$ cat config.mk
export PLATFORM = sky130hd
export DESIGN_NAME = i2s_rx_flat
export DESIGN_NICKNAME = d
export VERILOG_FILES = /design/src/rtl/i2s_rx_if.sv /design/src/rtl/i2s_rx.sv /design/src/flat_wrapper.sv
export SDC_FILE = /design/constraint.sdc
export NUM_CORES = 1
export LEC_CHECK = 0
export ABC_AREA = 1
export BUFFER_PORTS_ARGS = -buffer_cell sky130_fd_sc_hd__buf_2
export CELL_PAD_IN_SITES_DETAIL_PLACEMENT = 1
export CELL_PAD_IN_SITES_GLOBAL_PLACEMENT = 1
export CORE_AREA = 2 2 118 120
export DETAILED_ROUTE_END_ITERATION = 8
export DIE_AREA = 0 0 120 122
export MAX_ROUTING_LAYER = met4
export PLACE_DENSITY_LB_ADDON = 0.08
export SYNTH_ARGS = -nofsm -noshare
export SYNTH_HDL_FRONTEND = slang
export SYNTH_SLANG_ARGS = --single-unit
export TNS_END_PERCENT = 30
$ cat constraint.sdc
create_clock -name mck -period 9 [get_ports mck]
set_clock_uncertainty 0.2 [all_clocks]
set_input_delay 1.35 -clock mck [delete_from_list [all_inputs] [get_ports mck]]
set_output_delay 1.35 -clock mck [all_outputs]
set_load 0.05 [all_outputs]
$ cat src/rtl/i2s_rx_if.sv
// I2S receiver bus: serial inputs from the external transmitter plus the
// parallel stereo sample outputs presented to the PWM stage.
interface i2s_rx_if #(
    parameter int WIDTH = 24
);
    logic             bck;
    logic             lrck;
    logic             sdata;
    logic [WIDTH-1:0] sample;
    logic [WIDTH-1:0] sample_r;
    logic             sample_valid;
    logic             short_err;

    modport master (
        output bck, lrck, sdata,
        input  sample, sample_r, sample_valid, short_err
    );

    modport slave (
        input  bck, lrck, sdata,
        output sample, sample_r, sample_valid, short_err
    );
endinterface

$ cat src/rtl/i2s_rx.sv
// I2S deserialiser: synchronises an externally clocked BCK/LRCK/SDATA stream
// into the mck domain and emits paired left/right words with a frame strobe.
module i2s_rx #(
    parameter int WIDTH       = 24,
    parameter int SYNC_STAGES = 2,
    parameter bit OFFSET_BIN  = 1'b1
) (
    input  logic     mck,
    input  logic     rst,
    i2s_rx_if.slave  bus
);

    localparam int CNT_W = $clog2(WIDTH + 1);
    localparam logic [WIDTH-1:0] OUT_FLIP = OFFSET_BIN ? {1'b1, {(WIDTH-1){1'b0}}} : '0;

    typedef enum logic [1:0] {IDLE, SHIFT, PAD} state_t;

    logic [SYNC_STAGES-1:0] bck_sync_q,   bck_sync_d;
    logic [SYNC_STAGES-1:0] lrck_sync_q,  lrck_sync_d;
    logic [SYNC_STAGES-1:0] sdata_sync_q, sdata_sync_d;
    logic                   bck_prev_q,   bck_prev_d;
    logic                   lrck_prev_q,  lrck_prev_d;
    logic                   primed_q,     primed_d;
    state_t                 state_q,      state_d;
    logic [CNT_W-1:0]       bit_cnt_q,    bit_cnt_d;
    logic                   chan_q,       chan_d;
    logic [WIDTH-1:0]       shift_q,      shift_d;
    logic [WIDTH-1:0]       left_hold_q,  left_hold_d;
    logic                   left_ok_q,    left_ok_d;
    logic [WIDTH-1:0]       sample_q,     sample_d;
    logic [WIDTH-1:0]       sample_r_q,   sample_r_d;
    logic                   sample_valid_q, sample_valid_d;
    logic                   short_err_q,  short_err_d;

    logic             bck_s;
    logic             lrck_s;
    logic             sdata_s;
    logic             rise;
    logic             lrck_change;
    logic [WIDTH-1:0] word;

    assign bck_s       = bck_sync_q[SYNC_STAGES-1];
    assign lrck_s      = lrck_sync_q[SYNC_STAGES-1];
    assign sdata_s     = sdata_sync_q[SYNC_STAGES-1];
    assign rise        = bck_s & ~bck_prev_q;
    assign lrck_change = lrck_s ^ lrck_prev_q;
    assign word        = {shift_q[WIDTH-2:0], sdata_s};

    always_comb begin
        bck_sync_d     = {bck_sync_q[SYNC_STAGES-2:0], bus.bck};
        lrck_sync_d    = {lrck_sync_q[SYNC_STAGES-2:0], bus.lrck};
        sdata_sync_d   = {sdata_sync_q[SYNC_STAGES-2:0], bus.sdata};
        bck_prev_d     = bck_s;
        lrck_prev_d    = lrck_prev_q;
        primed_d       = primed_q;
        state_d        = state_q;
        bit_cnt_d      = bit_cnt_q;
        chan_d         = chan_q;
        shift_d        = shift_q;
        left_hold_d    = left_hold_q;
        left_ok_d      = left_ok_q;
        sample_d       = sample_q;
        sample_r_d     = sample_r_q;
        sample_valid_d = 1'b0;
        short_err_d    = short_err_q;

        if (rise) begin
            lrck_prev_d = lrck_s;
            case (state_q)
                IDLE: begin
                    // The first rise after reset only establishes the lrck reference.
                    if (!primed_q) begin
                        primed_d = 1'b1;
                    end else if (lrck_change) begin
                        state_d   = SHIFT;
                        bit_cnt_d = '0;
                        chan_d    = lrck_s;
                    end
                end
                SHIFT: begin
                    if (lrck_change) begin
                        short_err_d = 1'b1;
                        left_ok_d   = 1'b0;
                        bit_cnt_d   = '0;
                        chan_d      = lrck_s;
                    end else begin
                        shift_d   = word;
                        bit_cnt_d = bit_cnt_q + CNT_W'(1);
                        if (bit_cnt_q == CNT_W'(WIDTH - 1)) begin
                            state_d = PAD;
                            if (!chan_q) begin
                                left_hold_d = word;
                                left_ok_d   = 1'b1;
                            end else if (left_ok_q) begin
                                sample_d       = left_hold_q ^ OUT_FLIP;
                                sample_r_d     = word ^ OUT_FLIP;
                                sample_valid_d = 1'b1;
                                left_ok_d      = 1'b0;
                            end
                        end
                    end
                end
                PAD: begin
                    if (lrck_change) begin
                        state_d   = SHIFT;
                        bit_cnt_d = '0;
                        chan_d    = lrck_s;
                    end
                end
                default: state_d = IDLE;
            endcase
        end
    end

    always_ff @(posedge mck or posedge rst) begin
        if (rst) begin
            bck_sync_q     <= '0;
            lrck_sync_q    <= '0;
            sdata_sync_q   <= '0;
            bck_prev_q     <= 1'b0;
            lrck_prev_q    <= 1'b0;
            primed_q       <= 1'b0;
            state_q        <= IDLE;
            bit_cnt_q      <= '0;
            chan_q         <= 1'b0;
            shift_q        <= '0;
            left_hold_q    <= '0;
            left_ok_q      <= 1'b0;
            sample_q       <= OUT_FLIP;
            sample_r_q     <= OUT_FLIP;
            sample_valid_q <= 1'b0;
            short_err_q    <= 1'b0;
        end else begin
            bck_sync_q     <= bck_sync_d;
            lrck_sync_q    <= lrck_sync_d;
            sdata_sync_q   <= sdata_sync_d;
            bck_prev_q     <= bck_prev_d;
            lrck_prev_q    <= lrck_prev_d;
            primed_q       <= primed_d;
            state_q        <= state_d;
            bit_cnt_q      <= bit_cnt_d;
            chan_q         <= chan_d;
            shift_q        <= shift_d;
            left_hold_q    <= left_hold_d;
            left_ok_q      <= left_ok_d;
            sample_q       <= sample_d;
            sample_r_q     <= sample_r_d;
            sample_valid_q <= sample_valid_d;
            short_err_q    <= short_err_d;
        end
    end

    assign bus.sample       = sample_q;
    assign bus.sample_r     = sample_r_q;
    assign bus.sample_valid = sample_valid_q;
    assign bus.short_err    = short_err_q;

endmodule
$ cat src/flat_wrapper.sv
// flat-port wrapper written by rule: the top's interface ports become plain ports
module i2s_rx_flat 
#(
    parameter int WIDTH       = 24,
    parameter int SYNC_STAGES = 2,
    parameter bit OFFSET_BIN  = 1'b1
)
  (mck, rst, bus_bck, bus_lrck, bus_sdata, bus_sample, bus_sample_r, bus_sample_valid, bus_short_err);
  i2s_rx_if #(.WIDTH(WIDTH)) bus_i ();
  input  logic mck;
  input  logic rst;
  input wire logic [$bits(bus_i.bck)-1:0] bus_bck;
  input wire logic [$bits(bus_i.lrck)-1:0] bus_lrck;
  input wire logic [$bits(bus_i.sdata)-1:0] bus_sdata;
  output wire logic [$bits(bus_i.sample)-1:0] bus_sample;
  output wire logic [$bits(bus_i.sample_r)-1:0] bus_sample_r;
  output wire logic [$bits(bus_i.sample_valid)-1:0] bus_sample_valid;
  output wire logic [$bits(bus_i.short_err)-1:0] bus_short_err;
  assign bus_i.bck = bus_bck;
  assign bus_i.lrck = bus_lrck;
  assign bus_i.sdata = bus_sdata;
  assign bus_sample = bus_i.sample;
  assign bus_sample_r = bus_i.sample_r;
  assign bus_sample_valid = bus_i.sample_valid;
  assign bus_short_err = bus_i.short_err;
  i2s_rx #(.WIDTH(WIDTH), .SYNC_STAGES(SYNC_STAGES), .OFFSET_BIN(OFFSET_BIN)) u_core (.mck(mck), .rst(rst), .bus(bus_i));
endmodule
# Yosys cells after proc, flatten, opt, wreduce, memory -nomap -nowiden
# Index checks and enable logic that the tools add are counted.
# op_classes
add_sub_neg	1
mul	0
div_mod_pow	0
n_lt_le_gt_ge	0
n_eq_ne	6
shift	0
mux	21
bitwise	7
reduce_logical	14
# ops
operator	count
two-way mux 5 bit	3
case mux 5 bit (3 select lines)	1
AND reduction 3 bit	5
two-way mux 1 bit	11
two-way mux 2 bit	4
case mux 2 bit (3 select lines)	1
AND reduction 6 bit	1
adder 5 x 1 -> 5 bit (second input constant)	1
equality test 5 bit (second input constant)	1
NOT 1 bit	5
AND reduction 5 bit	1
inequality test 2 x 1 -> 1 bit (second input constant)	2
AND reduction 4 bit	1
nonzero test 2 bit	2
nonzero test 3 bit	1
equality test 2 x 1 -> 1 bit (second input constant)	1
equality test 2 bit (second input constant)	1
zero test 2 bit	1
inequality test 2 bit (second input constant)	1
case mux 1 bit (2 select lines)	1
AND reduction 2 bit	1
OR reduction 2 bit	1
AND 1 bit	1
bitwise XOR 1 bit	1
# totals
ff_bits	115
latch_bits	0
ramBits	0
rom_bits	0
input_bits	5
out_inout_bits	50
wordCells	65
mem_count	0

# Logic depth before layout (Yosys ltp)
# Gate-level depths: netlist of the first run.
# depth
word_depth	6
depth_mapped	10
ltp_nobuf	8

# Worst setup path before layout of the first run
# Ideal clock, no wire load.
# synth_path
kind	register -> output
startpoint	register u_core.sample_q[23] (netlist: u_core.bus.sample[23])
endpoint	output bus_sample[23]
t_arrival_ps	664
t_required_ps	7450
path_slack_ps	6786
stages_incl_launch_ff	1
path_cell_list	dfstp_2
# synth_lines
element	line_no	text
from (decl)	i2s_rx.sv:30	logic [WIDTH-1:0] sample_q, sample_d;
from (signal assigned)	i2s_rx.sv:146	sample_q <= sample_d;
to (decl)	flat_wrapper.sv:15	output wire logic [$bits(bus_i.sample)-1:0] bus_sample;
# No word-level cell between the ends.

# Worst setup path after layout of the first run
# layout_path
startpoint	register u_core.state_q[1]
endpoint	register u_core.sample_q[2] (netlist: u_core.bus.sample[2])
# layout_between
elab_chain_len	2
# layout_lines
element	line_no	text
from (decl)	i2s_rx.sv:24	state_t state_q, state_d;
from (signal assigned)	i2s_rx.sv:140	state_q <= state_d;
equality test 2 x 1 -> 1 bit	i2s_rx.sv:69	case (state_q)
AND reduction 6 bit (no line)	-	
# No other way between the ends.
# A chain may end at the register's enable or synchronous reset.

==> results.md, run 1 <==
* First-pass GRT wire length at 17370 um
* Routed len/inst at 13.30 um
* Synth Area in Adders at 0.002797
* Largest cells by area after synthesis: dfrtp_1 (63%), nand2_1 (22%), inv_1 (2.5%)
* R2r startpoint: u_core.state_q[1]
* Critical path required time at about 9000 ps
* WHS at 143.1 ps
* Fillers at between 1500 and 2000
* Post-Syn Area at about 4500 um2
* Least-Margin Pin Slew at approximately 1100 ps
* Initial core utilization at 0.3312
* Slew margin rel. at 0.2330
* Mean Syn Cell Area at between 8 and 9 um2
* Clk pwr share at 0.466
* CP endpoint kind: flop
* RSZ-0062 raised after global routing: no
* Critical path type: flop to flop
* Vias post-DR at about 3300
* Switch share at 0.2546
* Slew Limit Fails at 0
* Area of the multi-input gates at 1375 um2
* Post-DR vias/cell at between 4 and 5
* TritonCTS buffer count at 17
* Mux contribution to synthesized area at 0
* Psw at around 0.35 mW
* Status: complete, no violations
* Total GRT Usage at 0.1570
* Hold buffer count at CTS at 0
* Final ANT Viol Nets at 0
* H-Tree Depth at 4
* Logic pwr share at 0.067
* N_diodes at 0
* Period utilization at 0.3349
* Row count at 43
* Startpoint types: flop
* Post-Place Worst Slack at roughly 5900 ps
* Synth cell types at 20
* Peak Freq at 331.8 MHz
* CTS tree: built
* R2r worst-path depth at 7
* Final setup TNS at 0 ps
* Synth Area in Compound Gates at 0.03692
* Synth area leader: dfrtp_1
* Total wire length at 10020 um
* Crit path launch: u_core.state_q[1]
* Lkg Pwr at 3.122 nW
* Max Cap Viol at 0
* Clock tree buffer depth at 2
* Die H at 122 um
* Area of the core at 13500 um2
* Area growth from synthesis to layout at 22.01%
* Fraction of layout cells with a size suffix above 1 at 0.1728
* Vias in the first global route at 3452
* Post-CTS Setup Inserts at 0
* Clock root cell: clkbuf_16
* Reg-to-reg endpoint: u_core.bus.sample[2]
* Worst-path maximum fanout at 49
* Largest family of logic cells by synthesized area: simple AND/OR/NAND/NOR gates
* Syn Inst Count at 504
* Worst-Skew Late Latency at between 400 and 500 ps
* #FFs+latches synth at 115
* PostCTS Resize Cnt at 0
* Register Area at 2880 um2
* Worst Path Arrival at 3150 ps
* Die Wd at approximately 120 um
* Syn nets at 510
* Die footprint at 14640 um2
* DRC Markers at 0
* Initial drt markers at 113
* End of the critical path: u_core.bus.sample[2]
* Final GP Congestion at about 0.8
* Min setup slack post-route at 5986 ps
* Final hold viol count at 0
* Simple-Gate Fraction of Synth Area at 0.2666
* CTS sink cnt at approximately 120
* Int Pwr at slightly above 1 mW
* Fin crit period at approximately 3000 ps
* Part of the power in registers at 0.467
* Top-area cell type share of the netlist area at 0.6322
* Global route total overflow at 0
* Buffers on Ports at 54
* R2R Setup Slk at 5990 ps
* DP HPWL at 6139 um
* Synth warnings at 0
* Worst hold path class: flop to flop
* Maximum VDD drop at 0.0001061 V
* Nets at about 570
* Seq/Total Area, Yosys at 0.6439
* Cell Pwr Density at about 250 nW/um2
* Drt first pass iters at 4
* # IOs at 55
* Final setup vio count at 0
* CTS clk-pin slew, worst paths at 50 ps
* Synth Area in XOR/XNOR at 0
* Largest net degree at the start of global routing at 70
* Initial antenna violation count at 0
## cells in the final DEF, fill, tap and decap left out, drive strengths merged
cell type and instances:
buf 56, nand4 3, a21oi 13, inv 33, nand3 14, dfstp 2
clkinvlp 1, nor3 2, o21ai 20, nor2 24, ha 1, dfrtp 113
nand2 260, clkbuf 22, bufinv 1, clkinv 8
## per-layer routing
layer,global-route usage,vias to the layer above,share of wire
met5,-,-,0
met4,0.07279,0,0.014
met3,0.03792,12,0.029
met2,0.2322,45,0.45
met1,0.2042,1622,0.51
li1,-,1654,-
## worst max-delay path, stage by stage (launching register included)
cell	delay, ps
dfrtp_1	430
nor2_4	230
inv_2	80
nor2_4	150
nand2_2	480
nor2_4	1080
nand2_1	160
nand2_1	110
## worst min path at each step
stage,end,depth (start not counted),start,slack (ps)
after floorplan,u_core.bck_sync_q[1],0,u_core.bck_sync_q[0],130
after global placement,u_core.sdata_sync_q[1],0,u_core.sdata_sync_q[0],140
after detailed placement,u_core.sdata_sync_q[1],0,u_core.sdata_sync_q[0],140
after CTS,u_core.sdata_sync_q[1],0,u_core.sdata_sync_q[0],150
after global routing,u_core.sdata_sync_q[1],0,u_core.sdata_sync_q[0],150
final,u_core.lrck_sync_q[1],0,u_core.lrck_sync_q[0],140
## Yosys cell counts, drive strengths merged
library cell	count
dfrtp	113
dfstp	2
clkbuf	4
a21oi	13
nor3	2
o21ai	20
inv	33
nand2	260
nor2	24
ha	1
buf	15
nand4	3
nand3	14
## per-stage QoR
stage	std cells	area, um2	util	total power, mW
floorplan	504	4473	-	0.6995
global route	753	5458	0.4042	1.433
finish	753	5458	0.4042	1.360
global placement	721	4892	0.3623	0.7326
CTS	753	5458	0.4042	1.385
detailed placement	721	4892	0.3623	0.7384
## sequential cells by signal (all words and copies together), names as in the netlist
signal / count
u_core.bck_sync_q: 2
u_core.bit_cnt_q: 5
u_core.left_hold_q: 24
u_core.lrck_sync_q: 2
u_core.primed_q: 1
u_core.sdata_sync_q: 2
u_core.lrck_prev_q: 1
u_core.bus.sample: 24
u_core.shift_q: 23
u_core.bus.short_err: 1
u_core.chan_q: 1
u_core.bus.sample_valid: 1
u_core.left_ok_q: 1
u_core.bck_prev_q: 1
u_core.bus.sample_r: 24
u_core.state_q: 2
## logic make-up after synthesis
group	Yosys count
DFF	115
and+or+nand+nor	303
AOI/OAI and AO/OA	33
adders and majority gates	1
buffers and inverters	52
## power by group through the flow
stage	combinational [mW]	sequential (mW)	clock (mW)
6_report	0.0914	0.635	0.633
5_1_grt	0.110	0.648	0.675
4_1_cts	0.0940	0.637	0.654
3_5_place_dp	0.0934	0.645	0
2_1_floorplan	0.0746	0.625	0
3_3_place_gp	0.0883	0.644	0
## layout make-up
cell class                 count  share of cell area
clock buffer                  22             0.08872
multi-input combinational    337              0.2519
timing repair buffer          56             0.05227
sequential                   115              0.5277
clock inverter                10             0.01490
inverter                      33             0.02315
tap                          180             0.04127
Note: power is estimated with default switching activity, not from simulation.
==> run 2, diff against run 1 <==
- ABC_AREA: 1 -> 0
- CORE_AREA: 2 2 118 120 -> 2 2 119 121
- DIE_AREA: 0 0 120 122 -> 0 0 121 123
- clock period: 9 -> 2.6 ns (I/O delays scaled with it)
==> run 2 against run 1 <==
  * Largest power group is now the clock network
  * Synthesized cell count decreased by 44%
  * Cell count is 27% lower
  * Sequential share of layout area shrank 3.1 points
  * Combinational power increased by 140%
  * Total power grew to 3.5 times the previous value
  * Final area increased by 6.3%
  * Global-route usage decreased by 1.8 points
  * Fmax up 25%
  * Routed wire length down 12%
  * Area after synthesis increased by 1.8%
  * Sequential power increased to 3.1 times the previous value
  * Hold slack improved by 6.7 ps
==> results.md, run 2 <==
* Psw at 1.025 mW (+200%)
* R2R Setup Slk at 190 ps (-5790 ps)
* Worst path cell trace: ha_1 -> nand4b_1 -> nor4_4 -> buf_12 -> mux2_2
* Reg-to-reg endpoint: u_core.bus.sample_r[21]
* N_diodes at 0 (unchanged)
* Slew margin rel. at 0.5627 (+0.3297)
* RSZ-0062 raised after global routing: no
* CTS clk-pin slew, worst paths at 50 ps (about the same)
* Largest net degree at the start of global routing at 40 (-43%)
* Vias post-DR at 2544 (-24%)
* Status: complete, no violations
* Fraction of layout cells with a size suffix above 1 at 0.5349 (+0.3622)
* CP delay by family, top: simple AND/OR/NAND/NOR gates
* FFs w/ async S/R, synth at 1.000 (unchanged)
* Fillers at 1390 (-12%)
* Leading cell types in the layout, fill and taps excluded: dfrtp_1 (113), mux2_2 (74), buf_2 (54)
* Final GP Congestion at 0.7884 (+0.46%)
* Slew Limit Fails at 0 (unchanged)
* #FFs+latches synth at 115 (unchanged)
* Number of synthesized flops with an enable pin at 0 (unchanged)
* Startpoint types: flop
* R2r worst-path depth at 5 (-2)
* Die footprint at 14880 um2 (+1.7%)
* Vias in the first global route at 2761 (-20%)
* Syn Inst Count at 282 (-44%)
* Largest cells by area after synthesis: dfrtp_1 (62%), mux2_2 (18%), mux2_4 (5.9%)
* CTS sink cnt at 115 (unchanged)
* Post-DR vias/cell at 4.609 (+4.1%)
* Final hold viol count at 0 (unchanged)
* R2r startpoint: u_core.bit_cnt_q[0]
* Area of the core at 13610 um2 (+0.80%)
* First-pass GRT wire length at 14990 um (-14%)
* TritonCTS buffer count at 17 (unchanged)
* Post-Syn Area at 4556 um2 (+1.8%)
* Mean Syn Cell Area at 16.15 um2 (+82%)
* WHS at 149.8 ps (+6.722 ps)
* Cell Pwr Density at 814.6 nW/um2 (+230%)
* Switch share at 0.2168 (-0.03785)
* Lkg Pwr at 2.888 nW (-7.5%)
* Total power at 4.726 mW (+250%)
* Post-CTS Setup Inserts at 0 (unchanged)
* Seq/Total Area, Yosys at 0.6322 (-0.01167)
* Initial antenna violation count at 0 (unchanged)
* Top-area cell type share of the netlist area at 0.6207 (-0.01146)
* Area growth from synthesis to layout at 27.36%
* Syn nets at 288 (-44%)
* Hold path depth at 0 (unchanged)
* Drt first pass iters at 4 (unchanged)
* Final setup TNS at 0 ps (unchanged)
* DRC Markers at 0 (unchanged)
* Least-Margin Pin Slew at 650.0 ps (-497.8 ps)
* CP max-delay cell: dfrtp_1
* Logic pwr share at 0.046 (-0.021)
* Worst Path Arrival at 2500 ps (-650 ps)
* Worst-Skew Late Latency at 410 ps (about the same)
* Synth top cells by count: dfrtp_1 (113), mux2_2 (74), mux2_4 (18), inv_1 (6), nand2_1 (5)
* DP HPWL at 5757 um (-6.2%)
* Clock tree buffer depth at 2 (unchanged)
* Most common cell in the netlist: dfrtp_1
* Nets at 365 (-36%)
* Worst-path maximum fanout at 25 (-49%)
* CP endpoint kind: flop
* Total wire length at 8800 um (-12%)
* Row count at 43 (unchanged)
* Hold Path Sink: u_core.bck_sync_q[1]
* Die Wd at 121 um (+0.83%)
* CTS tree: built
* Die H at 123 um (+0.82%)
* Initial drt markers at 92 (-19%)
* Fin crit period at 2406 ps (-607.9 ps)
* Clock root cell: clkbuf_16
* Min-delay src: u_core.bck_sync_q[0]
* Part of the power in registers at 0.417 (-0.050)
* Maximum VDD drop at 0.0004229 V (+300%)
* Worst Path Buf+Inv at 1 (unchanged)
* Worst hold path class: flop to flop
* Buffers on Ports at 54 (unchanged)
* # IOs at 55 (unchanged)
* Clk pwr share at 0.537 (+0.071)
* Peak Freq at 415.6 MHz (+25%)
* Initial core utilization at 0.3347 (+0.003448)
* Synth area leader: dfrtp_1
* Period utilization at 0.9254 (+0.5905)
* Synth Flop Type: dfrtp_1
* Final ANT Viol Nets at 0 (unchanged)
* Max Cap Viol at 0 (unchanged)
* Critical path type: flop to flop
* Routed len/inst at 15.94 um (+20%)
* Total GRT Usage at 0.1385 (-0.01841)
* Final setup vio count at 0 (unchanged)
* H-Tree Depth at 4 (unchanged)
* Int Pwr at 3.702 mW (+270%)
* Critical path required time at 2690 ps (-6450 ps)
* Commonest non-fill, non-tap cell in the layout: dfrtp_1
* Synth warnings at 0 (unchanged)
* Max incr delay on CP at 440 ps (-640 ps)
* Synth cell types at 46 (+130%)
* Global route total overflow at 0 (unchanged)
run 2: changes by cell type after synthesis, sizes merged, moves of 3 or more:
cell,before,now
nand2,260,6
mux2,0,93
inv,33,6
nor2,24,3
o21ai,20,3
nand3,14,1
a21oi,13,4
buf,15,9
a2111oi,0,3
mux2i,0,3
nor4,0,3
o2bb2ai,0,3
run 2: how the worst max path moves through the flow:
stage	start	end	slack (ps)	cells after the start
3_5_place_dp	u_core.bit_cnt_q[0]	u_core.bus.sample_r[22]	240	5
5_1_grt	u_core.bit_cnt_q[0]	u_core.bus.sample[12]	80	5
3_3_place_gp	u_core.bit_cnt_q[0]	u_core.bus.sample[12]	300	5
6_report	u_core.bit_cnt_q[0]	u_core.bus.sample_r[21]	190	5
4_1_cts	u_core.bit_cnt_q[0]	u_core.bus.sample[15]	220	5
2_1_floorplan	u_core.bit_cnt_q[0]	u_core.bus.sample_r[10]	490	6
run 2: layout make-up:
class,instances,area [um2],share of cell area
Clock buffer,18,439.2,0.07570
Clock inverter,14,207.7,0.03580
Inverter,6,26.28,0.004529
Multi-Input combinational cell,150,1568,0.2702
Sequential cell,115,2880,0.4964
Tap cell,180,225.2,0.03882
Timing Repair Buffer,69,455.4,0.07850
run 2: what timing repair did:
| action | 4_1_cts | 5_1_grt |
|---|---|---|
| setup endpoints to repair | 0 | 0 |
| hold buffers | 4 | 0 |
| resized for setup | 0 | 0 |
| hold endpoints to repair | 24 | 0 |
run 2: cell families after synthesis:
family	count (synthesis)	synth area share
AND/OR/NAND/NOR	28	0.04257
multiplexers	96	0.2513
XOR/XNOR	2	0.007966
buffers and inverters	17	0.02554
adder cells (fa/ha/maj)	1	0.002746
AO/OA/AOI/OAI	23	0.03763
flip-flops	115	0.6322
run 2: through the flow:
stage,util,worst slack [ps],cells,instance area (um2)
after floorplan,-,489.8,282,4559
after global placement,0.3758,299.8,516,5115
after detailed placement,0.3758,237.1,516,5115
after CTS,0.4262,215.8,552,5802
after global routing,0.4262,83.80,552,5802
final,0.4262,193.9,552,5802
run 2: power groups by stage:
stage,combinational [mW],sequential (mW),clock [mW]
after global routing,0.244,1.99,2.69
after global placement,0.219,2.00,0
after CTS,0.224,1.97,2.60
after detailed placement,0.220,2.00,0
final,0.217,1.97,2.54
after floorplan,0.162,1.97,0
run 2: routing by layer:
layer | part of all wire | track usage | vias up
met2 | 0.45 | 0.1931 | 46
met4 | 0.015 | 0.05596 | 0
met5 | 0 | - | -
met3 | 0.044 | 0.05351 | 12
li1 | - | - | 1178
met1 | 0.49 | 0.1810 | 1308
